[src/rtl/fetch_pkg.sv]
// Shared types and constants for the instruction fetch unit.
package fetch_pkg;

    // Fetch controller states
    typedef enum logic [1:0] {
        IDLE   = 2'd0,
        FETCH  = 2'd1,
        HALTED = 2'd2
    } fetch_state_t;

    // An all-zero word stops the fetch stream
    localparam logic [31:0] HALT_INSTR = 32'h0000_0000;

    // Byte distance between consecutive instruction words
    localparam logic [31:0] PC_STEP = 32'd4;

    // One fetch queue entry: byte PC and the word found there
    typedef struct packed {
        logic [31:0] pc;
        logic [31:0] instr;
    } fetch_entry_t;

endpackage

[src/rtl/fetch_fifo.sv]
// Small circular FIFO holding fetched {pc, instr} pairs.
// Flush wins over push and pop. The head reads straight from register storage.
module fetch_fifo #(
    parameter int DEPTH = 2,
    parameter int WIDTH = 64
) (
    input  logic                       clk,
    input  logic                       reset,
    input  logic                       push,
    input  logic                       pop,
    input  logic                       flush,
    input  logic [WIDTH-1:0]           din,
    output logic [WIDTH-1:0]           head,
    output logic [$clog2(DEPTH+1)-1:0] count,
    output logic                       empty,
    output logic                       full
);
    localparam int PTR_W = (DEPTH > 1) ? $clog2(DEPTH) : 1;
    localparam int CNT_W = $clog2(DEPTH + 1);

    logic [WIDTH-1:0] mem [DEPTH];
    logic [PTR_W-1:0] wr_ptr_reg, rd_ptr_reg;
    logic [CNT_W-1:0] count_reg;
    logic             do_push, do_pop;

    assign empty   = (count_reg == '0);
    assign full    = (count_reg == CNT_W'(DEPTH));
    assign count   = count_reg;
    assign head    = mem[rd_ptr_reg];
    // A pop frees a slot in the same cycle, so a full FIFO may still accept a push
    assign do_pop  = pop & ~empty;
    assign do_push = push & (~full | do_pop);

    // Pointer advance, wrapping explicitly at DEPTH
    function automatic logic [PTR_W-1:0] ptr_inc(input logic [PTR_W-1:0] p);
        return (p == PTR_W'(DEPTH - 1)) ? '0 : p + 1'b1;
    endfunction

    // Pointers and occupancy; flush discards everything, including a same-cycle pop
    always_ff @(posedge clk or posedge reset) begin
        if (reset) begin
            wr_ptr_reg <= '0;
            rd_ptr_reg <= '0;
            count_reg  <= '0;
        end else if (flush) begin
            wr_ptr_reg <= '0;
            rd_ptr_reg <= '0;
            count_reg  <= '0;
        end else begin
            if (do_push) wr_ptr_reg <= ptr_inc(wr_ptr_reg);
            if (do_pop)  rd_ptr_reg <= ptr_inc(rd_ptr_reg);
            if (do_push && !do_pop)      count_reg <= count_reg + 1'b1;
            else if (do_pop && !do_push) count_reg <= count_reg - 1'b1;
        end
    end

    // Entry storage; contents need no reset because occupancy gates visibility
    genvar gi;
    generate
        for (gi = 0; gi < DEPTH; gi++) begin : g_entry
            always_ff @(posedge clk) begin
                if (do_push && !flush && (wr_ptr_reg == PTR_W'(gi)))
                    mem[gi] <= din;
            end
        end
    endgenerate

endmodule

[src/rtl/instruction_fetch_unit.sv]
// Instruction fetch unit: owns the PC, reads a combinational instruction memory,
// queues {pc, instr} pairs and hands them to decode with valid/ready.
module instruction_fetch_unit
    import fetch_pkg::*;
#(
    parameter logic [31:0] RESET_PC   = 32'h0000_0000,
    parameter int          MEM_WORDS  = 256,
    parameter int          FIFO_DEPTH = 2
) (
    input  logic        clk,
    input  logic        reset,
    input  logic        start,
    output logic [31:0] Endereco,
    input  logic [31:0] Instrucao,
    input  logic        redirect,
    input  logic [31:0] redirect_pc,
    output logic        out_valid,
    input  logic        out_ready,
    output logic [31:0] out_instr,
    output logic [31:0] out_pc,
    output logic        halted,
    output logic        fault
);
    localparam int CNT_W = $clog2(FIFO_DEPTH + 1);

    fetch_state_t     state_reg, state_next;
    logic [31:0]      pc_reg, pc_next;
    logic             fault_reg, fault_next;
    logic             push, flush, pop, push_ok, out_of_range;
    logic [CNT_W-1:0] fifo_count;
    logic             fifo_empty, fifo_full;
    fetch_entry_t     push_entry, head_entry;
    logic             unused_bits;

    assign Endereco     = {2'b00, pc_reg[31:2]};
    assign out_of_range = (Endereco >= 32'(MEM_WORDS));
    assign pop          = out_valid & out_ready;
    assign push_ok      = (fifo_count < CNT_W'(FIFO_DEPTH)) | pop;
    assign push_entry   = '{pc: pc_reg, instr: Instrucao};
    assign unused_bits  = &{1'b0, redirect_pc[1:0], fifo_full};

    fetch_fifo #(
        .DEPTH(FIFO_DEPTH),
        .WIDTH($bits(fetch_entry_t))
    ) u_fifo (
        .clk   (clk),
        .reset (reset),
        .push  (push),
        .pop   (pop),
        .flush (flush),
        .din   (push_entry),
        .head  (head_entry),
        .count (fifo_count),
        .empty (fifo_empty),
        .full  (fifo_full)
    );

    // Outputs come from FIFO storage only, masked to zero while empty
    assign out_valid = ~fifo_empty;
    assign out_instr = fifo_empty ? 32'h0 : head_entry.instr;
    assign out_pc    = fifo_empty ? 32'h0 : head_entry.pc;
    assign halted    = (state_reg == HALTED);
    assign fault     = fault_reg;

    // Controller state, PC and sticky fault registers
    always_ff @(posedge clk or posedge reset) begin
        if (reset) begin
            state_reg <= IDLE;
            pc_reg    <= RESET_PC;
            fault_reg <= 1'b0;
        end else begin
            state_reg <= state_next;
            pc_reg    <= pc_next;
            fault_reg <= fault_next;
        end
    end

    // Next state and fetch decision: redirect > range fault > halt word > push > stall
    always_comb begin
        state_next = state_reg;
        pc_next    = pc_reg;
        fault_next = fault_reg;
        push       = 1'b0;
        flush      = 1'b0;
        case (state_reg)
            IDLE: begin
                if (start) begin
                    state_next = FETCH;
                    pc_next    = RESET_PC;
                end
            end
            FETCH: begin
                if (redirect) begin
                    flush   = 1'b1;
                    pc_next = {redirect_pc[31:2], 2'b00};
                end else if (out_of_range) begin
                    fault_next = 1'b1;
                    state_next = HALTED;
                end else if (Instrucao == HALT_INSTR) begin
                    state_next = HALTED;
                end else if (push_ok) begin
                    push    = 1'b1;
                    pc_next = pc_reg + PC_STEP;
                end
            end
            HALTED: begin
                if (start) begin
                    state_next = FETCH;
                    pc_next    = RESET_PC;
                    flush      = 1'b1;
                    fault_next = 1'b0;
                end
            end
            default: state_next = IDLE;
        endcase
    end

endmodule

[config.mk]
export PLATFORM = sky130hd
export DESIGN_NAME = instruction_fetch_unit
export DESIGN_NICKNAME = d
export VERILOG_FILES = /design/src/rtl/fetch_pkg.sv /design/src/rtl/fetch_fifo.sv /design/src/rtl/instruction_fetch_unit.sv
export SDC_FILE = /design/constraint.sdc
export NUM_CORES = 1
export LEC_CHECK = 0
export BUFFER_PORTS_ARGS = -buffer_cell sky130_fd_sc_hd__buf_4
export CORE_UTILIZATION = 45
export DETAILED_ROUTE_END_ITERATION = 8
export PLACE_DENSITY = 0.73
export SLEW_MARGIN = 20
export SYNTH_ARGS = -nofsm -noshare
export SYNTH_HDL_FRONTEND = slang
export SYNTH_SLANG_ARGS = --single-unit
[constraint.sdc]
create_clock -name clk -period 9.28 [get_ports clk]
set_clock_uncertainty 0.15 [all_clocks]
set_input_delay 0 -clock clk [delete_from_list [all_inputs] [get_ports clk]]
set_output_delay 0 -clock clk [all_outputs]
set_load 0.01 [all_outputs]
# Word-level counts from Yosys, hierarchy flattened
# Memory sizes are Yosys's and may differ from the RTL's.
# Index checks and enable logic that the tools add are counted.
# word_totals
register_bits	39
ramBits	128
in_bits	69
out_inout_bits	99
word_cells	95
memories	1
# mem_list
memory	words	word_bits	read_ports	rd_ports_with_merged_regs	write_ports	line_no	source
u_fifo.mem	2	64	1	0	1	fetch_fifo.sv:21	logic [WIDTH-1:0] mem [DEPTH];
# op_classes
addsub	5
n_lt_le_gt_ge	2
eq_ne	11
n_mux	41
bitwise_logic	8
reduce_logical	21
# ops
cell	n
2-to-1 mux 32 bit	7
2-to-1 mux 64 bit	1
case mux 32 bit (2 select lines)	1
OR reduction 64 bit	1
adder 32 x 3 -> 32 bit, second input constant	1
logical NOT 32 bit	1
greater-or-equal comparator 30 x 9 -> 1 bit, second input constant	1
2-to-1 mux 1 bit	22
2-to-1 mux 2 bit	7
!= test 3 bit, second input constant	4
nonzero test 2 bit	4
!= test 2 bit, second input constant	3
logical AND 1 bit	5
AND reduction 5 bit	1
equality test 2 bit, second input constant	2
logical NOT 2 bit	2
case mux 1 bit (2 select lines)	2
case mux 2 bit (2 select lines)	1
AND reduction 4 bit	1
bitwise AND 1 bit	3
logical NOT 1 bit	3
inverter 1 bit	3
AND reduction 3 bit	1
nonzero test 3 bit	1
other kinds (8)	10

# Longest topological paths before layout
# Gate-level depths: netlist of the first run.
# logic_depth
depth_word	16
depth_mapped	9
ltp_nobuf	7

# Modules after synthesis
# From an unflattened synthesis of the first run, not the netlist that was laid out.
# hier_totals
cells_unflattened	540
area_unflattened_um2	7470.9
# by_module_without_submodules
mod	instances	cells_each	area_each_um2	seq_area_each_um2
fetch_fifo	1	229	4859.7	3943.8
instruction_fetch_unit	1	311	2611.3	825.8

# Worst setup path after synthesis of the first run
# OpenSTA, ideal clock, no wires.
# synth_timing
path_kind	register to register
from	register pc_reg[26]
to	memory u_fifo.mem[0][0], enable pin
setup_time_ps	635
arrival_time_ps	7339
required_time_ps	8495
setup_slack_ps	1156
stages_incl_launch_ff	5
n_path_buf	0
synth_period_minus_slack_ps	8124
path_cell_list	dfrtp_1 -> or4_4 -> nor3_4 -> o2111ai_1 -> nor4_1
# synth_via
elab_chain_len	11
word_cells_on_any_way	15
cone_classes	order compare (1); mux (9); bitwise (1); reduce/logical (4)
# synth_lines
element	line_no	source
start: declaration	instruction_fetch_unit.sv:27	logic [31:0] pc_reg, pc_next;
start signal: assignment	instruction_fetch_unit.sv:73	pc_reg <= pc_next;
greater-or-equal comparator 30 x 9 -> 1 bit (*)	instruction_fetch_unit.sv:36	assign out_of_range = (Endereco >= 32'(MEM_WORDS));
2-to-1 mux 1 bit (*)	instruction_fetch_unit.sv:96	end else if (out_of_range) begin
2-to-1 mux 1 bit (*)	instruction_fetch_unit.sv:93	if (redirect) begin
2-to-1 mux 1 bit (*)	instruction_fetch_unit.sv:85	case (state_reg)
bitwise AND 1 bit (*)	fetch_fifo.sv:32	assign do_push = push & (~full | do_pop);
logical AND 1 bit (*)	fetch_fifo.sv:62	if (do_push && !flush && (wr_ptr_reg == PTR_W'(gi)))
logical AND 1 bit	fetch_fifo.sv:62	
2-to-1 mux 1 bit	fetch_fifo.sv:62	
2-to-1 mux 1 bit (not written as such)	fetch_fifo.sv:63	mem[gi] <= din;
OR reduction 64 bit (no line)	n/a	
2-to-1 mux 1 bit (no line)	n/a	
end: declaration	fetch_fifo.sv:21	
# Mark *: on every way between the ends. The rest lies on a longest branch, timed or not.

# Final worst setup path of the first run
# layout_timing
from	register pc_reg[20]
to	memory u_fifo.mem[0][19], enable pin
# Same word-level chain as after synthesis.

==> flow_metrics.tcl, run 1 <==
set metrics [dict create \
    syn_area_per_cell_um2 13.0 \
    clkTransAtPathRegs_ps 60 \
    dp.cells 904 \
    cts_tree "built" \
    final_layout_size_suffix_gt1_frac 0.276 \
    cp.required_ps 9190 \
    antenna_found_initial 0 \
    globalplace.congestion 0.818 \
    vias 5387 \
    hold_class "in -> reg" \
    die-area_um2 16500 \
    status "completed" \
    hpwl_um 11000 \
    insertion_delay_ps 430 \
    crit_slowest_cell "buf_4" \
    synth_cell_types 53 \
    die_width_um 129 \
    dr.pass1.iters 6 \
    cp-start-kind "flip-flop" \
    hold_depth 3 \
    setup_violations 0 \
    critPathArrivalTime_ps 2950 \
    largest_reg_flops 124 \
    cts_root_buf "clkbuf_16" \
    fp.dieH_um 129 \
    synth_edf_count 124 \
    cap_violations 0 \
    design_area_um2 9880 \
    highest_layer "met4" \
    core-area_um2 15400 \
    setup_tns_ps 0 \
    synth_area_leaders "edfxtp_1, dfrtp_1, mux2i_1, nor2_1, a22o_1" \
    pin_count 168 \
    cts_inserted_buffers 17 \
    min_period_over_period 0.328 \
    slew_headroom 0.360 \
    wl_um 17500 \
    utilization 0.641 \
    overflow 0 \
    placed_area_um2 8610 \
    vdd_drop_max_mv 0.152 \
    pwr_density_cell_nw_per_um2 284 \
    track_usage 0.218 \
    worst_pin_slew_ps 951 \
    slew_viol_final 0 \
    row_count 45 \
    ys_ff_latch 161 \
    netlist.area_leader.share 0.517 \
    finalHoldViolCount 0 \
    vias_per_cell 5.38 \
    hp-start "redirect" \
    initial_utilization 0.467 \
    n_antenna_cell 0 \
    rr_worst_depth 5 \
    holdWs_ps 46.6 \
    nNetsFinal 852 \
    drtIter0Drc 396 \
    rsz0062_at_grt "no" \
    cts_buffer_depth 2 \
    met3_length_um 962 \
    hold_end "pc_reg[18]$_DFFE_PP0P_" \
    endpoint_kind "flip-flop" \
    r2r-start "pc_reg[20]$_DFFE_PP0P_" \
    max_freq_ghz 0.329 \
    r2r-end "u_fifo.mem[0][19]$_DFFE_PP_" \
    final_cell_count_no_fill 1002 \
    grt_pass1_vias 5342 \
    grt_pass1_wl_um 27200 \
    htreeDepth 4 \
    synthArstFlopShare 0.230 \
    ys_seq_area_frac 0.646 \
    cts.sinks 161 \
    ant_nets 0 \
    grt_max_degree 64 \
    ys.warnings.count 0 \
    cp_max_fo 45 \
    crit_type "reg -> reg" \
    syn-cell-area_um2 7200 \
    post_cts_resized 0 \
    ys.flop_type "edfxtp_1" \
    p_leak_nw 3.84 \
    r2r_slack_ps 6240 \
    wl_met1_um 7740 \
    io_buffers 161 \
    syn_inst 554 \
    fin_crit_ps 3040 \
    wl_per_cell_um 17.5 \
    area_delta_synth_final_pct 37.2 \
    yosys.area.top_type "edfxtp_1" \
    crit_chain "nor4_1 -> and4_1 -> o2111ai_1 -> nor4_2 -> buf_4" \
    drc 0 \
    wl_met2_um 8570 \
    max_stage_delay_ps 570 \
]
## placed cells by master (no fill, tap or decap), drive strengths merged, types with 4 or more instances in the layout
master,n
o41ai,5
mux2i,62
ha,5
xnor2,8
a21oi,8
nand3,8
edfxtp,124
nand2b,6
nand2,43
nand4,10
dlygate4sd3,65
and3,4
a221o,6
clkbuf,19
conb,4
o21ai,18
dfrtp,37
nor2,72
nor4,17
a22o,24
inv,11
clkinv,6
nor3,12
buf,169
o31ai,8
## worst max path at each step
stage,start,end,cells past startpoint,slack [ps]
6_report,pc_reg[20]$_DFFE_PP0P_,u_fifo.mem[0][19]$_DFFE_PP_,5,6240
3_3_place_gp,pc_reg[20]$_DFFE_PP0P_,u_fifo.mem[0][20]$_DFFE_PP_,5,6330
5_1_grt,pc_reg[21]$_DFFE_PP0P_,u_fifo.mem[0][19]$_DFFE_PP_,5,6050
4_1_cts,Instrucao[1],pc_reg[28]$_DFFE_PP0P_,7,6150
3_5_place_dp,Instrucao[1],pc_reg[28]$_DFFE_PP0P_,6,6290
2_1_floorplan,pc_reg[26]$_DFFE_PP0P_,u_fifo.mem[0][0]$_DFFE_PP_,4,1160
## cell usage after synthesis (all sizes together), types with 2 or more instances
cell type and number:
a221o 6, nand3 8, nand2b 6, nor2b 2, buf 12, xor2 2, o22a 2, nand2 43
nor4 17, clkbuf 20, nor2 72, nand4 10, a21oi 8, o31ai 8, a31oi 2, ha 5
o21ai 18, inv 10, or4 3, and2 2, xnor2 8, edfxtp 124, dfrtp 37, o2111ai 3
nor3 12, o41ai 5, and3 4, a22o 24, and4 3, mux2i 62
## layout make-up
class / count / area, µm²
clock buffer: 19 / 433
clock inverter: 13 / 163
fill: 1177 / 5540
inverter: 10 / 37.5
multi-input combinational: 354 / 2400
sequential: 161 / 4650
tap: 211 / 264
timing repair buffer: 234 / 1930
## critical path, delay by kind of cell, from the launching register on
family	cells	cell delay [ps]
compound gates	1	230
flops	1	470
simple gates	3	1230
buf+inv	1	570
## timing repair
action,CTS,global route
endpoints found under the hold margin,138,0
setup buffers,0,0
hold buffers,65,0
## layer usage
metal / vias to the layer above / track usage
met5: - / 0
met4: 0 / 0.0754
met3: 19 / 0.0412
met2: 197 / 0.373
met1: 2635 / 0.280
li1: 2536 / -
## per-stage QoR
stage | total power, W | setup WS (ps)
floorplan | 0.00166 | 1160
global route | 0.00295 | 6050
global placement | 0.00205 | 6330
detailed placement | 0.00209 | 6290
finish | 0.00281 | 6240
CTS | 0.00281 | 6150
## kinds of logic (layout without fill, tap and decap cells)
kind of cell,after synthesis,after routing,synth area share
xor gates and xnor gates,10,10,0.0122
buffers and inverters,42,276,0.0264
and+or+nand+nor,188,188,0.129
muxes,63,63,0.0877
DFF,161,161,0.646
adders and majority gates,5,5,0.00869
other,1,4,0.000521
AOI/OAI and AO/OA,84,84,0.0898
## report_power, final
| part | switching [W] | internal (W) | leakage (nW) |
|---|---|---|---|
| clock | 0.000276 | 0.000423 | 0.283 |
| combinational | 0.000516 | 0.000461 | 1.94 |
| sequential | 0.000199 | 0.000933 | 1.62 |
Power figures use the tool's default switching activity.
==> run 2: changes to the inputs <==
--- a/config.mk
+++ b/config.mk
@@ -8,7 +8,7 @@
 export BUFFER_PORTS_ARGS = -buffer_cell sky130_fd_sc_hd__buf_4
 export CORE_UTILIZATION = 45
 export DETAILED_ROUTE_END_ITERATION = 8
-export PLACE_DENSITY = 0.73
+export PLACE_DENSITY = 0.75
 export SLEW_MARGIN = 20
 export SYNTH_ARGS = -nofsm -noshare
 export SYNTH_HDL_FRONTEND = slang
==> constraint.sdc (replaced) <==
create_clock -name clk -period 2.5 [get_ports clk]
set_clock_uncertainty 0.15 [all_clocks]
set_input_delay 0 -clock clk [delete_from_list [all_inputs] [get_ports clk]]
set_output_delay 0 -clock clk [all_outputs]
set_load 0.01 [all_outputs]
==> run 2 against run 1 <==
Net effect: the flow now finishes with violations (setup timing); die area stayed put; sequential power grew to 3.4 times the previous value; combinational power grew to 5.6 times the previous value; first-iteration DRC count is 10% higher; non-clock buffer count is 74 higher; core utilization is 6.3 points higher; wire length is 13% higher; critical path type unchanged.
==> flow_metrics.tcl, run 2 (synthesized netlist as in run 1, its figures left out) <==
set metrics [dict create \
    p_switching_w 0.00409 \
    cp_max_fo 8 \
    pin_count 168 \
    violations "setup timing" \
    slew_headroom 0.572 \
    drtIter0Drc 437 \
    hold_class "in -> async" \
    insertion_delay_ps 420 \
    grt_pass1_vias 5609 \
    pwr_density_cell_nw_per_um2 1110 \
    cts_root_buf "clkbuf_16" \
    power_frac_seq 0.315 \
    largest_reg_flops 124 \
    finalWorstSetupSlack_ps -71.3 \
    rsz0062_at_grt "yes" \
    cts_inserted_buffers 17 \
    pre_cts_slack_ps -143 \
    drc 0 \
    grt_pass1_wl_um 29000 \
    final_layout_size_suffix_gt1_frac 0.339 \
    io_buffers 161 \
    holdWs_ps 103 \
    rr_worst_depth 7 \
    slew_viol_final 0 \
    p_clk_frac 0.229 \
    vias_per_cell 5.43 \
    placed_area_um2 9110 \
    fp.dieH_um 129 \
    status "finished with violations" \
    min_period_over_period 1.03 \
    htreeDepth 4 \
    core-area_um2 15400 \
    internal-power_w 0.00794 \
    track_usage 0.233 \
    dr.pass1.iters 6 \
    n_antenna_cell 0 \
    utilization 0.704 \
    die-area_um2 16500 \
    overflow 0 \
    layout_commonest_cell "buf_4" \
    wl_um 19700 \
    crit_end "u_fifo.mem[0][8]$_DFFE_PP_" \
    area_delta_synth_final_pct 50.8 \
    p_leak_nw 4.34 \
    globalplace.congestion 0.837 \
    ant_nets 0 \
    nNetsFinal 926 \
    initial_utilization 0.467 \
    r2r_slack_ps -70 \
    row_count 45 \
    hpwl_um 12400 \
    fillers 1078 \
    antenna_found_initial 0 \
    r2r-end "u_fifo.mem[0][8]$_DFFE_PP_" \
    r2r-start "pc_reg[26]$_DFFE_PP0P_" \
    critPathArrivalTime_ps 2560 \
    fin_crit_ps 2570 \
    vias 5847 \
    die_width_um 129 \
    finalHoldViolCount 0 \
    crit_path_start "pc_reg[26]$_DFFE_PP0P_" \
    cts.sinks 161 \
    setup_violations 77 \
    vdd_drop_max_mv 0.661 \
    design_power_total_w 0.0120 \
    layout_common_cells "buf_4, edfxtp_1, nor2_1" \
    design_area_um2 10900 \
    endpoint_kind "flip-flop" \
    worst_pin_slew_ps 641 \
    cp.required_ps 2490 \
    clkTransAtPathRegs_ps 60 \
    cp-start-kind "flip-flop" \
    max_freq_ghz 0.389 \
    grt_max_degree 49 \
    cts_tree "built" \
    crit_type "reg -> reg" \
    comb_power_share 0.455 \
    switching_share 0.340 \
    cts_buffer_depth 2 \
    wl_per_cell_um 18.3 \
    cap_violations 0 \
]
## run 2: cell types whose count changed in the layout (fill, tap and decap cells not counted), sizes merged, moves of 2 or more
| cell | delta |
|---|---|
| bufinv | +2 |
| clkinvlp | -2 |
| clkbuf | +8 |
| buf | +63 |
| dlygate4sd3 | +3 |
## run 2: layout make-up
cell class	count	area, µm²	area share
Multi-Input combinational cell	354	2470	0.227
Inverter	10	37.5	0.00346
Clock buffer	19	433	0.0399
Sequential cell	161	4650	0.428
Clock inverter	13	194	0.0179
Timing Repair Buffer	308	2810	0.259
Tap cell	211	264	0.0243
## run 2: per-layer routing
layer	wire (µm)	vias to the layer above	part of all wire	global-route usage
met5	0	-	0	0
met4	246	0	0.012	0.0706
met3	1310	21	0.066	0.0499
met2	9740	243	0.49	0.390
met1	8430	2894	0.43	0.304
li1	-	2689	-	-
## run 2: worst min-delay path by stage
stage               slack, ps                           to
floorplan                 -50   u_fifo.mem[0][0]$_DFFE_PP_
global placement           -5  u_fifo.count[1]$_DFFE_PP0P_
detailed placement          3  u_fifo.count[1]$_DFFE_PP0P_
CTS                       120  u_fifo.count[1]$_DFFE_PP0P_
global route              170  u_fifo.count[1]$_DFFE_PP0P_
finish                    100  u_fifo.count[1]$_DFFE_PP0P_
## run 2: what timing repair did
item / 4_1_cts / 5_1_grt
setup endpoints to repair: 148 / 137
hold buffers: 68 / 0
endpoints found under the hold margin: 137 / 0
cloned: 2 / 11
setup buffers: 3 / 4
resized for setup: 10 / 9
pin swaps: 3 / 6
## run 2: metrics by stage
stage | std cells | setup TNS [ps]
6_report | 1076 | -2910
5_1_grt | 1076 | -11830
4_1_cts | 1061 | -1390
3_5_place_dp | 956 | -12190
3_3_place_gp | 956 | -5780
2_1_floorplan | 557 | -169280
## run 2: power by group through the flow
stage | registers, W | logic, W | clock network [W]
6_report | 0.00379 | 0.00548 | 0.00276
2_1_floorplan | 0.00405 | 0.00214 | 0
3_5_place_dp | 0.00384 | 0.00467 | 0
5_1_grt | 0.00384 | 0.00580 | 0.00290
4_1_cts | 0.00379 | 0.00498 | 0.00277
3_3_place_gp | 0.00381 | 0.00456 | 0
## run 2: worst max-delay path, stage by stage (launching register included)
cell and delay, ps:
dfrtp_2 410, or4_4 520, nor3_4 160, buf_12 140, o2111ai_4 130, nor4_4 370
buf_6 220, clkbuf_16 170
==> run 3: changes to the inputs <==
--- a/config.mk
+++ b/config.mk
@@ -7,6 +7,7 @@
 export LEC_CHECK = 0
 export BUFFER_PORTS_ARGS = -buffer_cell sky130_fd_sc_hd__buf_4
 export CORE_UTILIZATION = 45
+export CTS_CLUSTER_DIAMETER = 200
 export DETAILED_ROUTE_END_ITERATION = 8
 export PLACE_DENSITY = 0.75
 export SLEW_MARGIN = 20
==> constraint.sdc (replaced) <==
create_clock -name clk -period 2.5 [get_ports clk]
set_clock_uncertainty 0.15 [all_clocks]
set_input_delay 0 -clock clk [delete_from_list [all_inputs] [get_ports clk]]
set_output_delay 0 -clock clk [all_outputs]
set_load 0.1 [all_outputs]
==> run 3 against run 2 <==
Net effect: the flow still finishes with violations (setup timing); core utilization grew 1.2 points; sequential share of layout area shrank 0.17 points; global-route usage grew 0.84 points; count of clock-buffer cells in the layout is the same; sequential cell count is the same; critical path type unchanged.
==> flow_metrics.tcl, run 3 (synthesized netlist as in run 1, its figures left out) <==
set metrics [dict create \
    status "finished with violations" \
    violations "setup timing" \
    antenna_found_initial 0 \
    cts_tree "built" \
    cp.required_ps 2650 \
    overflow 0 \
    largest_reg_flops 124 \
    critical_path.n_buffers_inverters 3 \
    drc 0 \
    max_stage_delay_ps 530 \
    layout_commonest_cell "buf_4" \
    insertion_delay_ps 410 \
    cts_root_buf "clkbuf_16" \
    holdWs_ps 175 \
    crit_slowest_cell "or4_4" \
    area_delta_synth_final_pct 53.3 \
    crit_chain "or4_4 -> nor3_4 -> buf_6 -> buf_6 -> o2111ai_4 -> a22o_4 -> clkbuf_16 -> a22o_4" \
    fillers 1008 \
    wl_um 19900 \
    n_antenna_cell 0 \
    rr_worst_depth 8 \
    grt_max_degree 46 \
    hold_class "in -> async" \
    pin_count 168 \
    finalHoldViolCount 0 \
    fp.dieH_um 129 \
    cp_max_fo 7 \
    nNetsFinal 924 \
    ant_nets 0 \
    io_buffers 161 \
    drtIter0Drc 462 \
    grt_pass1_wl_um 30300 \
    cap_violations 0 \
    die_width_um 129 \
    htreeDepth 4 \
    hpwl_um 12400 \
    initial_utilization 0.467 \
    setup_violations 103 \
    track_usage 0.241 \
    critPathArrivalTime_ps 2720 \
    placed_area_um2 9270 \
    endpoint_kind "flip-flop" \
    vias 5815 \
    slew_headroom 0.444 \
    cts_buffer_depth 2 \
    cp-start-kind "flip-flop" \
    final_layout_size_suffix_gt1_frac 0.447 \
    row_count 45 \
    grt_pass1_vias 5872 \
    cts_inserted_buffers 17 \
    utilization 0.716 \
    die-area_um2 16500 \
    worst_pin_slew_ps 833 \
    finalWorstSetupSlack_ps -64.9 \
    core-area_um2 15400 \
    r2r-end "pc_reg[12]$_DFFE_PP0P_" \
    r2r_slack_ps -60 \
    wl_per_cell_um 18.5 \
    fin_crit_ps 2560 \
    clkTransAtPathRegs_ps 70 \
    layout_common_cells "buf_4, edfxtp_1, dlygate4sd3_1" \
    setup_tns_ps -2270 \
    design_area_um2 11000 \
    rsz0062_at_grt "yes" \
    slew_viol_final 0 \
    crit_type "reg -> reg" \
    globalplace.congestion 0.879 \
    vias_per_cell 5.41 \
    dr.pass1.iters 5 \
    max_freq_ghz 0.390 \
    cts.sinks 161 \
    r2r-start "pc_reg[27]$_DFFE_PP0P_" \
    min_period_over_period 1.03 \
    crit_family "simple AND/OR/NAND/NOR gates" \
]
==> run 3: cell count changes in the layout (fill, tap and decap cells not counted), moves of 4 or more <==
cell       previous run  this run
nor2_1               71        11
nor2_2                0        60
dfrtp_1              35         8
dfrtp_2               1        18
dfrtp_4               1        11
inv_6                 0         6
buf_6                 7        12
buf_4               213       209
bufinv_16             5         1
==> run 3: layout make-up <==
class / count / area (µm²) / share of cell area
Clock buffer: 19 / 443 / 0.0401
Clock inverter: 13 / 120 / 0.0109
Inverter: 10 / 37.5 / 0.00340
Multi-Input combinational cell: 354 / 2680 / 0.242
Sequential cell: 161 / 4710 / 0.427
Tap cell: 211 / 264 / 0.0239
Timing Repair Buffer: 306 / 2790 / 0.252
==> run 3: metal layers <==
layer / vias up / GRT usage / wire, µm
met3: 20 / 0.0482 / 1110
met1: 2852 / 0.306 / 8520
met4: 0 / 0.0678 / 216
met5: - / 0 / 0
li1: 2701 / - / -
met2: 242 / 0.420 / 10000
==> run 3: what timing repair did <==
| action | 4_1_cts | 5_1_grt |
|---|---|---|
| gates resized for setup | 32 | 15 |
| hold buffers | 66 | 0 |
| cloned | 6 | 7 |
| pin swaps | 9 | 18 |
| buffers inserted | 14 | 7 |
| endpoints found under the hold margin | 119 | 0 |
| setup endpoints to repair | 149 | 154 |
==> run 3: per-stage QoR <==
| step | worst slack [ps] | cells |
|---|---|---|
| 2_1_floorplan | -1830 | 557 |
| 3_3_place_gp | -156 | 949 |
| 3_5_place_dp | -195 | 949 |
| 4_1_cts | -110 | 1067 |
| 5_1_grt | -136 | 1074 |
| 6_report | -64.9 | 1074 |
==> run 3: worst min-delay path: cells and delay by family <==
family / cells / cell delay (ps)
buffers and inverters: 3 / 1270
==> run 3: how the worst max path moves through the flow <==
| stage | startpoint | to | slack (ps) | depth (start not counted) |
|---|---|---|---|---|
| 2_1_floorplan | pc_reg[26]$_DFFE_PP0P_ | u_fifo.mem[0][0]$_DFFE_PP_ | -1830 | 4 |
| 3_3_place_gp | Instrucao[25] | pc_reg[20]$_DFFE_PP0P_ | -160 | 8 |
| 3_5_place_dp | Instrucao[25] | pc_reg[26]$_DFFE_PP0P_ | -190 | 8 |
| 4_1_cts | pc_reg[26]$_DFFE_PP0P_ | u_fifo.mem[1][45]$_DFFE_PP_ | -110 | 8 |
| 5_1_grt | pc_reg[27]$_DFFE_PP0P_ | u_fifo.mem[0][14]$_DFFE_PP_ | -140 | 7 |
| 6_report | pc_reg[27]$_DFFE_PP0P_ | pc_reg[12]$_DFFE_PP0P_ | -60 | 8 |
Power of run 3 is left out: the tool's default activity adds up to more than one toggle a clock period on the data nets, which glitch-free logic cannot reach.
